--- src/rtl/router_pkg.sv ---
// router_pkg: port encoding, lock-FSM state type and one-hot helpers shared
// by the router family (1x3 router, 3-to-1 arbiter, rr_arbiter3).
package router_pkg;

    localparam int NUM_PORTS = 3;

    typedef logic [1:0] port_id_t;

    localparam port_id_t PORT0      = 2'b00;
    localparam port_id_t PORT1      = 2'b01;
    localparam port_id_t PORT2      = 2'b10;
    localparam port_id_t PORT_BCAST = 2'b11;

    typedef enum logic {
        LOCK_IDLE   = 1'b0,
        LOCK_LOCKED = 1'b1
    } lock_state_t;

    function automatic logic [NUM_PORTS-1:0] port_to_onehot(input port_id_t p);
        case (p)
            PORT0:   return 3'b001;
            PORT1:   return 3'b010;
            PORT2:   return 3'b100;
            default: return 3'b000;
        endcase
    endfunction

    // An all-zero vector maps to PORT0; callers qualify it with a valid.
    function automatic port_id_t onehot_to_port(input logic [NUM_PORTS-1:0] oh);
        case (oh)
            3'b010:  return PORT1;
            3'b100:  return PORT2;
            default: return PORT0;
        endcase
    endfunction

endpackage

--- src/rtl/rr_arbiter3.sv ---
// rr_arbiter3: combinational one-hot round-robin grant over three requesters;
// the search starts one past the registered last-grant pointer.
module rr_arbiter3
    import router_pkg::*;
(
    input  logic                 clk,
    input  logic                 rst_n,
    input  logic [NUM_PORTS-1:0] i_req,
    input  logic                 i_upd,
    input  port_id_t             i_upd_port,
    output logic [NUM_PORTS-1:0] o_grant
);

    port_id_t r_last_grant;

    always_comb begin
        // NOTE: default before the case so every path assigns o_grant (no latch).
        o_grant = '0;
        case (r_last_grant)
            PORT0: begin
                if      (i_req[1]) o_grant = 3'b010;
                else if (i_req[2]) o_grant = 3'b100;
                else if (i_req[0]) o_grant = 3'b001;
            end
            PORT1: begin
                if      (i_req[2]) o_grant = 3'b100;
                else if (i_req[0]) o_grant = 3'b001;
                else if (i_req[1]) o_grant = 3'b010;
            end
            default: begin
                if      (i_req[0]) o_grant = 3'b001;
                else if (i_req[1]) o_grant = 3'b010;
                else if (i_req[2]) o_grant = 3'b100;
            end
        endcase
    end

    // Reset to PORT2 so port 0 is searched first out of reset.
    always_ff @(posedge clk or negedge rst_n) begin
        if (!rst_n)
            r_last_grant <= PORT2;
        else if (i_upd)
            r_last_grant <= i_upd_port;
    end

endmodule

--- src/rtl/router_3to1_arbiter.sv ---
// router_3to1_arbiter: merges three valid/ready beat streams onto one registered
// output tagged with its source port. ROUTER_PKT_LOCK_EN enables packet locking.
module router_3to1_arbiter
    import router_pkg::*;
#(
    parameter int DATA_W = 8
) (
    input  logic                        clk,
    input  logic                        rst_n,
    input  logic [NUM_PORTS*DATA_W-1:0] in_data,
    input  logic [NUM_PORTS-1:0]        in_valid,
    input  logic [NUM_PORTS-1:0]        in_last,
    output logic [NUM_PORTS-1:0]        in_ready,
    output logic [DATA_W-1:0]           out_data,
    output logic [1:0]                  out_src,
    output logic                        out_last,
    output logic                        out_valid,
    input  logic                        out_ready
);

    logic                 r_out_valid;
    logic [DATA_W-1:0]    r_out_data;
    port_id_t             r_out_src;
    logic                 r_out_last;

    logic                 w_load;
    logic                 w_accept;
    logic [NUM_PORTS-1:0] w_arb_grant;
    logic [NUM_PORTS-1:0] w_grant;
    port_id_t             w_acc_port;
    logic [DATA_W-1:0]    w_acc_data;
    logic                 w_ptr_upd;
    logic                 w_out_last_d;

    rr_arbiter3 u_rr (
        .clk        (clk),
        .rst_n      (rst_n),
        .i_req      (in_valid),
        .i_upd      (w_ptr_upd),
        .i_upd_port (w_acc_port),
        .o_grant    (w_arb_grant)
    );

    assign w_load     = !r_out_valid || out_ready;
    assign in_ready   = w_grant & {NUM_PORTS{w_load && rst_n}};
    assign w_accept   = |in_ready;
    assign w_acc_port = onehot_to_port(w_grant);

    always_comb begin
        w_acc_data = in_data[DATA_W-1:0];
        case (w_acc_port)
            PORT1:   w_acc_data = in_data[2*DATA_W-1:DATA_W];
            PORT2:   w_acc_data = in_data[3*DATA_W-1:2*DATA_W];
            default: ;
        endcase
    end

`ifdef ROUTER_PKT_LOCK_EN
    lock_state_t r_state;
    port_id_t    r_lock_port;
    logic        w_acc_last;

    assign w_acc_last = |(in_last & w_grant);

    always_ff @(posedge clk or negedge rst_n) begin
        if (!rst_n) begin
            r_state     <= LOCK_IDLE;
            r_lock_port <= PORT0;
        end else if (w_accept) begin
            case (r_state)
                LOCK_IDLE: begin
                    if (!w_acc_last) begin
                        r_state     <= LOCK_LOCKED;
                        r_lock_port <= w_acc_port;
                    end
                end
                LOCK_LOCKED: begin
                    if (w_acc_last) r_state <= LOCK_IDLE;
                end
                default: r_state <= LOCK_IDLE;
            endcase
        end
    end

    // A locked port that drops valid yields a bubble rather than releasing the lock.
    assign w_grant      = (r_state == LOCK_LOCKED) ? (port_to_onehot(r_lock_port) & in_valid)
                                                   : w_arb_grant;
    assign w_ptr_upd    = w_accept && w_acc_last;
    assign w_out_last_d = w_acc_last;
`else
    logic w_unused_last;

    assign w_unused_last = ^in_last;
    assign w_grant       = w_arb_grant;
    assign w_ptr_upd     = w_accept;
    assign w_out_last_d  = 1'b0;
`endif

    always_ff @(posedge clk or negedge rst_n) begin
        if (!rst_n) begin
            r_out_valid <= 1'b0;
            r_out_data  <= '0;
            r_out_src   <= PORT0;
            r_out_last  <= 1'b0;
        end else if (w_load) begin
            // NOTE: non-blocking so every register here samples pre-edge values.
            r_out_valid <= w_accept;
            if (w_accept) begin
                r_out_data <= w_acc_data;
                r_out_src  <= w_acc_port;
                r_out_last <= w_out_last_d;
            end
        end
    end

    assign out_valid = r_out_valid;
    assign out_data  = r_out_data;
    assign out_src   = r_out_src;
    assign out_last  = r_out_last;

endmodule

--- config.mk ---
export PLATFORM = sky130hd
export DESIGN_NAME = router_3to1_arbiter
export DESIGN_NICKNAME = d
export VERILOG_FILES = /design/src/rtl/router_pkg.sv /design/src/rtl/rr_arbiter3.sv /design/src/rtl/router_3to1_arbiter.sv
export SDC_FILE = /design/constraint.sdc
export NUM_CORES = 1
export LEC_CHECK = 0
export BUFFER_PORTS_ARGS = -buffer_cell sky130_fd_sc_hd__buf_2
export CAP_MARGIN = 20
export CORE_MARGIN = 2
export CORE_UTILIZATION = 36
export DETAILED_ROUTE_END_ITERATION = 8
export HOLD_SLACK_MARGIN = 0.03
export PLACE_DENSITY = 0.76
export SLEW_MARGIN = 15
export SYNTH_ARGS = -nofsm -noshare
export SYNTH_HDL_FRONTEND = slang
export SYNTH_SLANG_ARGS = --single-unit
--- constraint.sdc ---
create_clock -name clk -period 1.3 [get_ports clk]
set_input_delay 0 -clock clk [delete_from_list [all_inputs] [get_ports clk]]
set_output_delay 0 -clock clk [all_outputs]
set_load 0.01 [all_outputs]
==> flow_metrics.env, run 1 <==
export IMPL_status="finished, violations left"
export IMPL_failed_checks="negative hold slack, negative setup slack"
export IMPL_cts_sinks=13
export IMPL_rows=16
export IMPL_yosysSeqAreaShare_pct=45.5
export IMPL_synth_area_leaders="dfrtp_1, a2bb2oi_1, a22oi_1"
export IMPL_worstPathCellList="buf_6 -> a21o_1 -> a21boi_4 -> buf_12 -> a22oi_2 -> a2bb2oi_2"
export IMPL_clk_latency_ns=0.29
export IMPL_multiInputGateArea_um2=464
export IMPL_fin_skew_ns=0.00637
export IMPL_path_buf_inv=2
export IMPL_cts_tree="yes"
export IMPL_worstReg2RegEnd="out_data[3]$_DFFE_PN0P_"
export IMPL_whs_ns=-0.00224
export IMPL_first_iter_violations=16
export IMPL_grt_total_usage_pct=21.6
export IMPL_dp_cells=146
export IMPL_fin_crit_sh_pct=112
export IMPL_ys_warn_count=0
export IMPL_worst_hold_path_num_cells=3
export IMPL_yosysUniqueCellTypes=24
export IMPL_io_pins=48
export IMPL_yosys_most_used_dff="dfrtp_1"
export IMPL_finalCriticalPeriod_ns=1.46
export IMPL_die_h_um=48.6
export IMPL_r2r_slack_ns=-0.16
export IMPL_start_util_pct=37.3
export IMPL_place_congestion=0.844
export IMPL_synth_top_area_cell="dfrtp_1"
export IMPL_critPathLaunch="u_rr.r_last_grant[1]$_DFFE_PN1P_"
export IMPL_max_clock_freq_mhz=686
export IMPL_slew_viol_final=0
export IMPL_vias=904
export IMPL_cpPeakStageDelay_ns=0.55
export IMPL_htreeDepth=1
export IMPL_via_per_inst=5.38
export IMPL_min_path_type="in2reg"
export IMPL_drv_cap=0
export IMPL_critPathMaxFanout=8
export IMPL_final_common_cell="buf_2"
export IMPL_p_leak_nw=0.616
export IMPL_grt_pass1_vias=900
export IMPL_portBuffers=43
export IMPL_area_growth_pct=85.2
export IMPL_place_ws_ns=-0.206
export IMPL_drc=0
export IMPL_slowest_stage="dfstp_2"
export IMPL_first_pass_iters=4
export IMPL_final_layout_size_suffix_gt1_share_pct=56.0
export IMPL_grt_max_degree=12
export IMPL_layout_common_cells="buf_2, dlygate4sd3_1, dfrtp_1, a21oi_1, a22oi_2"
export IMPL_post_dp_hpwl_mm=1.54
export IMPL_syn_inst=71
export IMPL_dieArea_um2=2360
export IMPL_critical_path_top_delay_family="flip-flops"
export IMPL_grt_pass1_wl_mm=3.90
export IMPL_fillers=147
export IMPL_ys_async_sr_fraction_pct=100
export IMPL_yosysTopAreaCellShare_pct=41.9
export IMPL_die_w_um=48.6
export IMPL_worstRegToRegCells=6
export IMPL_stdcell_area_um2=1330
export IMPL_num_antenna_cells=0
export IMPL_rr_startpoint="u_rr.r_last_grant[1]$_DFFE_PN1P_"
export IMPL_overflow=0
export IMPL_drt_wl_total_mm=2.73
export IMPL_avgRoutedWirePerCell_um=16.3
export IMPL_root_buffer="clkbuf_4"
export IMPL_synth_edf_count=0
export IMPL_seq_area_um2=328
export IMPL_vdd_drop_max_v=0.000840
export IMPL_antenna_found_initial=0
export IMPL_core_um2=1920
export IMPL_cts_buffer_depth=2
export IMPL_worstHoldStart="in_data[6]"
export IMPL_ys_ff_latch=13
export IMPL_whs_endpoint="out_data[6]$_DFFE_PN0P_"
export IMPL_critPathLaunchType="flip-flop"
export IMPL_fin_setup_tns_ns=-1.12
export IMPL_crit_arrival_ns=1.62
export IMPL_rsz0062_at_grt="yes"
export IMPL_p_per_area_nw_per_um2=1260
export IMPL_hold_viol_final=1
export IMPL_synth_area_um2=717
export IMPL_ant_nets=0
export IMPL_cts_buffers=3
export IMPL_syn_nets=104
export IMPL_final_cells=168
export IMPL_place_area_um2=1010
export IMPL_nNetsFinal=175
export IMPL_setup_violations=13
export IMPL_fin_ws_ns=-0.158
export IMPL_synth_avg_cell_area_um2=10.1
export IMPL_worstPathRequired_ns=1.46
export IMPL_path_clk_slew_ns=0.09
export IMPL_worstSetupEndpointType="flip-flop"
export IMPL_path_class="reg2reg"
## final cells by class
class,count,area share [%]
Inverter,2,0.566
Clock buffer,4,1.98
Multi-Input combinational cell,54,35.0
Timing Repair Buffer,68,35.2
Sequential cell,13,24.7
Tap cell,27,2.54
## worst register-to-register path: cells and delay by family (launching register included)
family / cells / cell delay (ns)
compound gates: 4 / 0.53
buf+inv: 2 / 0.26
flops: 1 / 0.55
## logic make-up (layout without fill, tap and decap cells)
kind of cell,Yosys count,after routing,synth area share [%]
compound gates,35,35,38.4
other cells,1,1,0.523
buf+inv,4,74,2.79
flops,13,13,45.6
simple gates,18,18,12.7
## stage by stage
step	utilization, %	power (mW)	hold slack (ns)
final	69.1	1.68	-0.00224
after global routing	69.1	1.76	0.0168
after CTS	62.0	1.49	0.0300
after detailed placement	52.4	1.16	-0.143
after global placement	52.4	1.14	-0.152
after floorplan	-	0.909	-0.296
## timing repair
| action | CTS | global route |
|---|---|---|
| hold buffers | 12 | 2 |
| hold endpoints to repair | 18 | 2 |
| buffers inserted | 2 | 2 |
| gates resized for setup | 4 | 18 |
| pin swaps | 2 | 13 |
| setup endpoints to repair | 12 | 13 |
## report_power, final
| part | leakage (nW) | internal, mW | switching [mW] | total (mW) |
|---|---|---|---|---|
| Combinational | 0.453 | 0.427 | 0.373 | 0.799 |
| Clock | 0.0150 | 0.120 | 0.147 | 0.267 |
| Sequential | 0.148 | 0.515 | 0.0946 | 0.609 |
## layer usage
metal	up-vias	track usage (%)	part of all wire (%)
li1	409	-	-
met1	409	23.2	36
met2	70	36.8	47
met3	16	6.17	10
met4	0	14.3	6.5
met5	-	0	0
## state kept, by name, summed over array words and instances (netlist names)
signal,count
u_rr.r_last_grant,2
out_data,8
out_valid,1
out_src,2
## how the worst max path moves through the flow
| stage | cells after the start | to | slack [ns] |
|---|---|---|---|
| 2_1_floorplan | 4 | u_rr.r_last_grant[0]$_DFFE_PN0P_ | -0.06 |
| 3_3_place_gp | 5 | out_data[2]$_DFFE_PN0P_ | -0.08 |
| 3_5_place_dp | 5 | out_data[3]$_DFFE_PN0P_ | -0.21 |
| 4_1_cts | 4 | in_ready[1] | -0.16 |
| 5_1_grt | 4 | in_ready[1] | -0.20 |
| 6_report | 6 | out_data[3]$_DFFE_PN0P_ | -0.16 |
## synth_stat cells (all sizes together), types with 2 or more instances
master,number
buf,2
a21oi,9
nand2b,3
a2bb2oi,8
a22oi,8
nand2,7
dfrtp,12
and2b,2
o21ai,2
nand3b,2
nor2,3
o21a,2
inv,2
Note: power is estimated with default switching activity, not from simulation.
==> run 2: changes to the inputs <==
BUFFER_PORTS_ARGS = default   (was -buffer_cell sky130_fd_sc_hd__buf_2)
CORE_UTILIZATION = 53   (was 36)
DONT_BUFFER_PORTS = 1   (was default)
PLACE_DENSITY = 0.7   (was 0.76)
==> run 2 against run 1 <==
  * The run ends with negative setup slack left
  * Count of clock-buffer cells in the layout unchanged
  * Register-to-register slack got worse by 0.09 ns
  * Sequential power rose by 12%
  * Cell count fell by 23%
  * Core utilization is 27 points higher
  * Global-route usage rose by 11 points
  * Routed wire length up 32%
  * Fmax fell by 5.7%
  * Worst setup slack worse by 0.088 ns
  * Combinational power down 12%
  * Total power fell by 0.98%
  * Largest cell class is now multi-input combinational cells
==> flow_metrics.env, run 2 (same netlist as run 1, synthesis figures left out) <==
export IMPL_hold_viol_final=0
export IMPL_grt_pass1_wl_mm=3.47
export IMPL_ant_nets=0
export IMPL_rows=13
export IMPL_worstReg2RegEnd="out_data[1]$_DFFE_PN0P_"
export IMPL_endpoint="out_data[1]$_DFFE_PN0P_"
export IMPL_place_area_um2=792
export IMPL_first_iter_violations=67
export IMPL_drc=0
export IMPL_grt_max_degree=17
export IMPL_final_common_cell="dlygate4sd3_1"
export IMPL_pwr_share_comb_pct=42.4
export IMPL_p_leak_nw=0.518
export IMPL_setup_violations=13
export IMPL_place_congestion=0.762
export IMPL_cts_sinks=13
export IMPL_cts_buffers=3
export IMPL_largest_reg_flops=8
export IMPL_worstPathRequired_ns=1.47
export IMPL_final_cells=130
export IMPL_power_switching_mw=0.659
export IMPL_final_core_util_pct=96.5
export IMPL_multiInputGateArea_um2=467
export IMPL_fin_ws_ns=-0.246
export IMPL_die_w_um=40.8
export IMPL_fin_setup_tns_ns=-2.11
export IMPL_min_path_type="in2reg"
export IMPL_clockPowerShare_pct=16.5
export IMPL_area_growth_pct=72.9
export IMPL_root_buffer="clkbuf_4"
export IMPL_p_per_area_nw_per_um2=1340
export IMPL_dieArea_um2=1660
export IMPL_grt_total_usage_pct=32.9
export IMPL_fillers=26
export IMPL_path_clk_slew_ns=0.09
export IMPL_slew_headroom_pct=60.1
export IMPL_first_pass_iters=4
export IMPL_core_um2=1280
export IMPL_r2r_slack_ns=-0.25
export IMPL_p_sw_share_pct=39.7
export IMPL_fin_crit_sh_pct=119
export IMPL_rr_startpoint="u_rr.r_last_grant[1]$_DFFE_PN1P_"
export IMPL_dp_cells=93
export IMPL_finalPower_mw=1.66
export IMPL_rsz0062_at_grt="yes"
export IMPL_failed_checks="negative setup slack"
export IMPL_vias=926
export IMPL_finalCriticalPeriod_ns=1.55
export IMPL_critPathLaunch="u_rr.r_last_grant[1]$_DFFE_PN1P_"
export IMPL_status="finished, violations left"
export IMPL_drv_cap=0
export IMPL_stdcell_area_um2=1240
export IMPL_num_antenna_cells=0
export IMPL_worst_pin_slew_ns=0.596
export IMPL_path_class="reg2reg"
export IMPL_clk_latency_ns=0.29
export IMPL_die_h_um=40.8
export IMPL_via_per_inst=7.12
export IMPL_critPathLaunchType="flip-flop"
export IMPL_htreeDepth=1
export IMPL_worstRegToRegCells=6
export IMPL_vdd_drop_max_v=0.000990
export IMPL_antenna_found_initial=0
export IMPL_seq_area_um2=328
export IMPL_critPathMaxFanout=5
export IMPL_portBuffers=0
export IMPL_drt_wl_total_mm=3.61
export IMPL_post_dp_hpwl_mm=1.34
export IMPL_cts_buffer_depth=2
export IMPL_internal_power_mw=1.00
export IMPL_avgRoutedWirePerCell_um=27.8
export IMPL_crit_arrival_ns=1.72
export IMPL_final_layout_size_suffix_gt1_share_pct=35.7
export IMPL_start_util_pct=55.8
export IMPL_power_share_sequential_pct=41.1
export IMPL_grt_pass1_vias=770
export IMPL_io_pins=48
export IMPL_layout_common_cells="dlygate4sd3_1, buf_4, dfrtp_1, a21oi_1, a22oi_2"
export IMPL_slew_viol_final=0
export IMPL_cts_tree="yes"
export IMPL_max_clock_freq_mhz=647
export IMPL_worstSetupEndpointType="flip-flop"
export IMPL_overflow=0
export IMPL_nNetsFinal=149
export IMPL_fin_skew_ns=0.00687
-- run 2: per-layer routing --
metal	GRT usage, %	up-vias	wire [um]	share of wire (%)
met5	0	-	0	0
met4	17.5	0	231	6.4
met3	9.24	28	407	11
met2	55.9	101	1740	48
met1	36.7	438	1230	34
li1	-	359	-	-
-- run 2: how the worst min path moves through the flow --
stage          cells after the start   startpoint                                to  slack [ns]
2_1_floorplan                      0        rst_n           out_data[0]$_DFFE_PN0P_       -0.30
3_3_place_gp                       0        rst_n  u_rr.r_last_grant[0]$_DFFE_PN0P_       -0.30
3_5_place_dp                       0        rst_n           out_data[5]$_DFFE_PN0P_       -0.30
4_1_cts                            0        rst_n            out_src[0]$_DFFE_PN0P_       -0.60
5_1_grt                            2  in_valid[1]            out_src[0]$_DFFE_PN0P_        0.02
6_report                           2  in_valid[1]            out_src[0]$_DFFE_PN0P_        0.01
-- run 2: cell type report --
cell class / instances / share of cell area (%)
clock buffer: 4 / 2.12
inverter: 2 / 0.605
multi-input combinational: 54 / 37.6
sequential: 13 / 26.4
tap: 15 / 1.51
timing repair buffer: 42 / 31.7
-- run 2: timing repair --
action | 4_1_cts | 5_1_grt
resized for setup | 5 | 17
endpoints found under the hold margin | 24 | 13
pin swaps | 2 | 13
setup buffers | 2 | 4
hold buffers | 26 | 1
setup endpoints to repair | 12 | 14
-- run 2: worst max-delay path, stage by stage, from the launching register on --
cell and delay [ns]:
dfstp_2 0.55, buf_4 0.13, a21o_1 0.19, a21boi_4 0.10, buf_4 0.17, a22oi_2 0.20
a2bb2oi_2 0.09
-- run 2: metrics by stage --
stage | hold slack (ns) | setup slack, ns
finish | 0.0101 | -0.246
global route | 0.0187 | -0.261
CTS | -0.597 | -0.175
detailed placement | -0.295 | -0.144
global placement | -0.295 | -0.0421
floorplan | -0.296 | -0.0643
-- run 2: power by group through the flow --
stage | sequential, mW | clock, mW | combinational, mW
after global routing | 0.683 | 0.285 | 0.722
after global placement | 0.644 | 0 | 0.376
final | 0.682 | 0.274 | 0.703
after floorplan | 0.633 | 0 | 0.275
after CTS | 0.647 | 0.258 | 0.504
after detailed placement | 0.648 | 0 | 0.396
==> run 3: changes to the inputs <==
CORE_UTILIZATION = 54   (was 53)
PLACE_DENSITY = 0.71   (was 0.7)
SKIP_LAST_GASP = 1   (was default)
SYNTH_HIERARCHICAL = 1   (was default)
==> run 3 against run 2 <==
  * The flow still finishes with violations (negative setup slack)
  * Clock power fell by 6%
  * Worst setup slack got worse by 0.61 ns
  * Synthesized cell count is 27% higher
  * Register-to-register slack got worse by 0.61 ns
  * Global-route usage fell by 3.2 points
  * Area after synthesis rose by 19%
==> flow_metrics.env, run 3 <==
export IMPL_drc=0
export IMPL_cpPeakStageDelay_ns=0.56
export IMPL_rows=14
export IMPL_io_pins=48
export IMPL_finalPower_mw=2.61
export IMPL_path_clk_slew_ns=0.08
export IMPL_yosys_most_used_dff="dfrtp_1"
export IMPL_fillers=75
export IMPL_die_w_um=43.7
export IMPL_crit_arrival_ns=2.34
export IMPL_grt_pass1_vias=819
export IMPL_cts_tree="yes"
export IMPL_p_per_area_nw_per_um2=2060
export IMPL_fin_skew_ns=0.00190
export IMPL_critPathMaxFanout=8
export IMPL_ant_nets=0
export IMPL_grt_met3_usage_pct=6.67
export IMPL_cts_buffer_depth=2
export IMPL_max_clock_freq_mhz=464
export IMPL_first_pass_iters=4
export IMPL_finalCriticalPeriod_ns=2.16
export IMPL_cts_buffers=3
export IMPL_final_layout_size_suffix_gt1_share_pct=42.5
export IMPL_fin_ws_ns=-0.856
export IMPL_path_class="reg2reg"
export IMPL_slew_viol_final=0
export IMPL_worstPathCellList="and2b_2 -> o31ai_4 -> nor3_4 -> or3_4 -> buf_8 -> o31ai_4"
export IMPL_via_per_inst=6.55
export IMPL_dieArea_um2=1910
export IMPL_synth_area_leaders="dfrtp_1, o31ai_1, o32ai_1"
export IMPL_portBuffers=0
export IMPL_start_util_pct=57.2
export IMPL_grt_total_usage_pct=29.6
export IMPL_p_leak_nw=0.514
export IMPL_rsz0062_at_grt="yes"
export IMPL_largest_reg_flops=8
export IMPL_grt_pass1_wl_mm=4.00
export IMPL_synth_area_um2=852
export IMPL_layout_common_cells="dlygate4sd3_1, dfrtp_1, o31ai_1, buf_4, nand2b_1"
export IMPL_cts_sinks=13
export IMPL_vdd_drop_max_v=0.00145
export IMPL_cpMostUsedCell="o31ai_4"
export IMPL_critPathLaunchType="flip-flop"
export IMPL_place_ws_ns=-0.794
export IMPL_slew_headroom_pct=57.3
export IMPL_min_path_type="in2reg"
export IMPL_stdcell_area_um2=1270
export IMPL_drt_wl_total_mm=2.62
export IMPL_clk_latency_ns=0.28
export IMPL_r2r_slack_ns=-0.86
export IMPL_core_um2=1490
export IMPL_syn_nets=123
export IMPL_grtUsageMet2_pct=44.1
export IMPL_yosysSeqAreaShare_pct=38.3
export IMPL_drv_cap=0
export IMPL_ys_async_sr_fraction_pct=100
export IMPL_yosysUniqueCellTypes=27
export IMPL_vias=845
export IMPL_nNetsFinal=147
export IMPL_die_h_um=43.7
export IMPL_failed_checks="negative setup slack"
export IMPL_status="finished, violations left"
export IMPL_synth_top_area_cell="dfrtp_1"
export IMPL_grt_most_used_layer="met2"
export IMPL_grt_max_degree=17
export IMPL_yosysMostFrequentCell="o31ai_1"
export IMPL_path_buf_inv=1
export IMPL_worst_pin_slew_ns=0.638
export IMPL_hold_viol_final=0
export IMPL_place_congestion=0.771
export IMPL_synth_edf_count=0
export IMPL_root_buffer="clkbuf_4"
export IMPL_overflow=0
export IMPL_setup_violations=16
export IMPL_critical_path_top_delay_family="simple AND/OR/NAND/NOR gates"
export IMPL_num_antenna_cells=0
export IMPL_syn_inst=90
export IMPL_worstSetupEndpointType="flip-flop"
export IMPL_ys_warn_count=6
export IMPL_post_dp_hpwl_mm=1.63
export IMPL_grt_met1_usage_pct=39.0
export IMPL_antenna_found_initial=0
export IMPL_area_growth_pct=48.6
export IMPL_synth_avg_cell_area_um2=9.47
export IMPL_ys_top_cells_by_count="o31ai_1, dfrtp_1, nand2b_1"
export IMPL_ys_ff_latch=13
export IMPL_worstPathRequired_ns=1.49
export IMPL_place_area_um2=985
export IMPL_fin_crit_sh_pct=166
export IMPL_slowest_stage="dfstp_2"
export IMPL_first_iter_violations=22
export IMPL_yosysTopAreaCellShare_pct=35.2
export IMPL_htreeDepth=1
export IMPL_avgRoutedWirePerCell_um=20.3
-- run 3: cell types whose count changed after synthesis, sizes merged, moves of 5 or more --
cell	previous run	this run
o32ai	1	8
o31ai	0	17
a2bb2oi	8	0
a22oi	8	0
nand2b	3	9
nand2	7	2
clkbuf	0	5
-- run 3: per-layer routing --
metal / up-vias / share of wire (%)
li1: 387 / -
met1: 398 / 40
met2: 52 / 49
met3: 8 / 8.1
met4: 0 / 2.6
met5: - / 0
-- run 3: cells by family (layout without fill, tap and decap cells) --
kind of cell / after synthesis / in the layout / share of synthesized area [%]
mux: 4 / 4 / 5.29
flops: 13 / 13 / 38.3
other cells: 1 / 1 / 0.440
simple gates: 24 / 24 / 18.4
buf+inv: 13 / 36 / 7.49
xor+xnor: 1 / 1 / 1.03
compound gates: 34 / 34 / 29.1
-- run 3: per-stage QoR --
step / utilization, % / TNS (ns) / hold slack (ns) / instances
2_1_floorplan: - / -8.59 / -0.296 / 90
6_report: 85.0 / -11.34 / 0.0318 / 129
4_1_cts: 81.4 / -10.36 / 0.0417 / 129
3_5_place_dp: 66.1 / -10.00 / -0.295 / 112
3_3_place_gp: 66.1 / -8.49 / -0.295 / 112
5_1_grt: 85.0 / -12.67 / 0.0505 / 129
-- run 3: power breakdown --
part           internal (mW)  switching (mW)
clock                  0.119           0.138
combinational          0.743           0.804
sequential             0.607           0.203
total                   1.47            1.14
-- run 3: final cells by class --
class | instances | area (um2) | share of cell area (%)
Multi-Input combinational cell | 64 | 602 | 47.5
Clock buffer | 4 | 26.3 | 2.08
Tap cell | 16 | 20.0 | 1.58
Inverter | 5 | 31.3 | 2.47
Sequential cell | 13 | 327 | 25.8
Timing Repair Buffer | 27 | 260 | 20.6
-- run 3: worst paths after layout --
path	startpoint	endpoint	depth (start not counted)
min in group asynchronous	rst_n	out_data[7]$_DFFE_PN0P_	1
min	in_data[8]	out_data[0]$_DFFE_PN0P_	2
max in group asynchronous	rst_n	out_src[1]$_DFFE_PN0P_	1
min reg2reg	out_data[0]$_DFFE_PN0P_	out_data[0]$_DFFE_PN0P_	2
max reg2reg	u_rr/r_last_grant[1]$_DFFE_PN1P_	out_data[1]$_DFFE_PN0P_	6
max	u_rr/r_last_grant[1]$_DFFE_PN1P_	out_data[1]$_DFFE_PN0P_	6
-- run 3: what timing repair did --
action                                  in CTS  in global routing
hold buffers                                12                  0
endpoints found under the hold margin       22                  0
endpoints found under the setup margin      16                 16
pin swaps                                    7                  4
buffers inserted                             2                  1
resized for setup                           15                 10
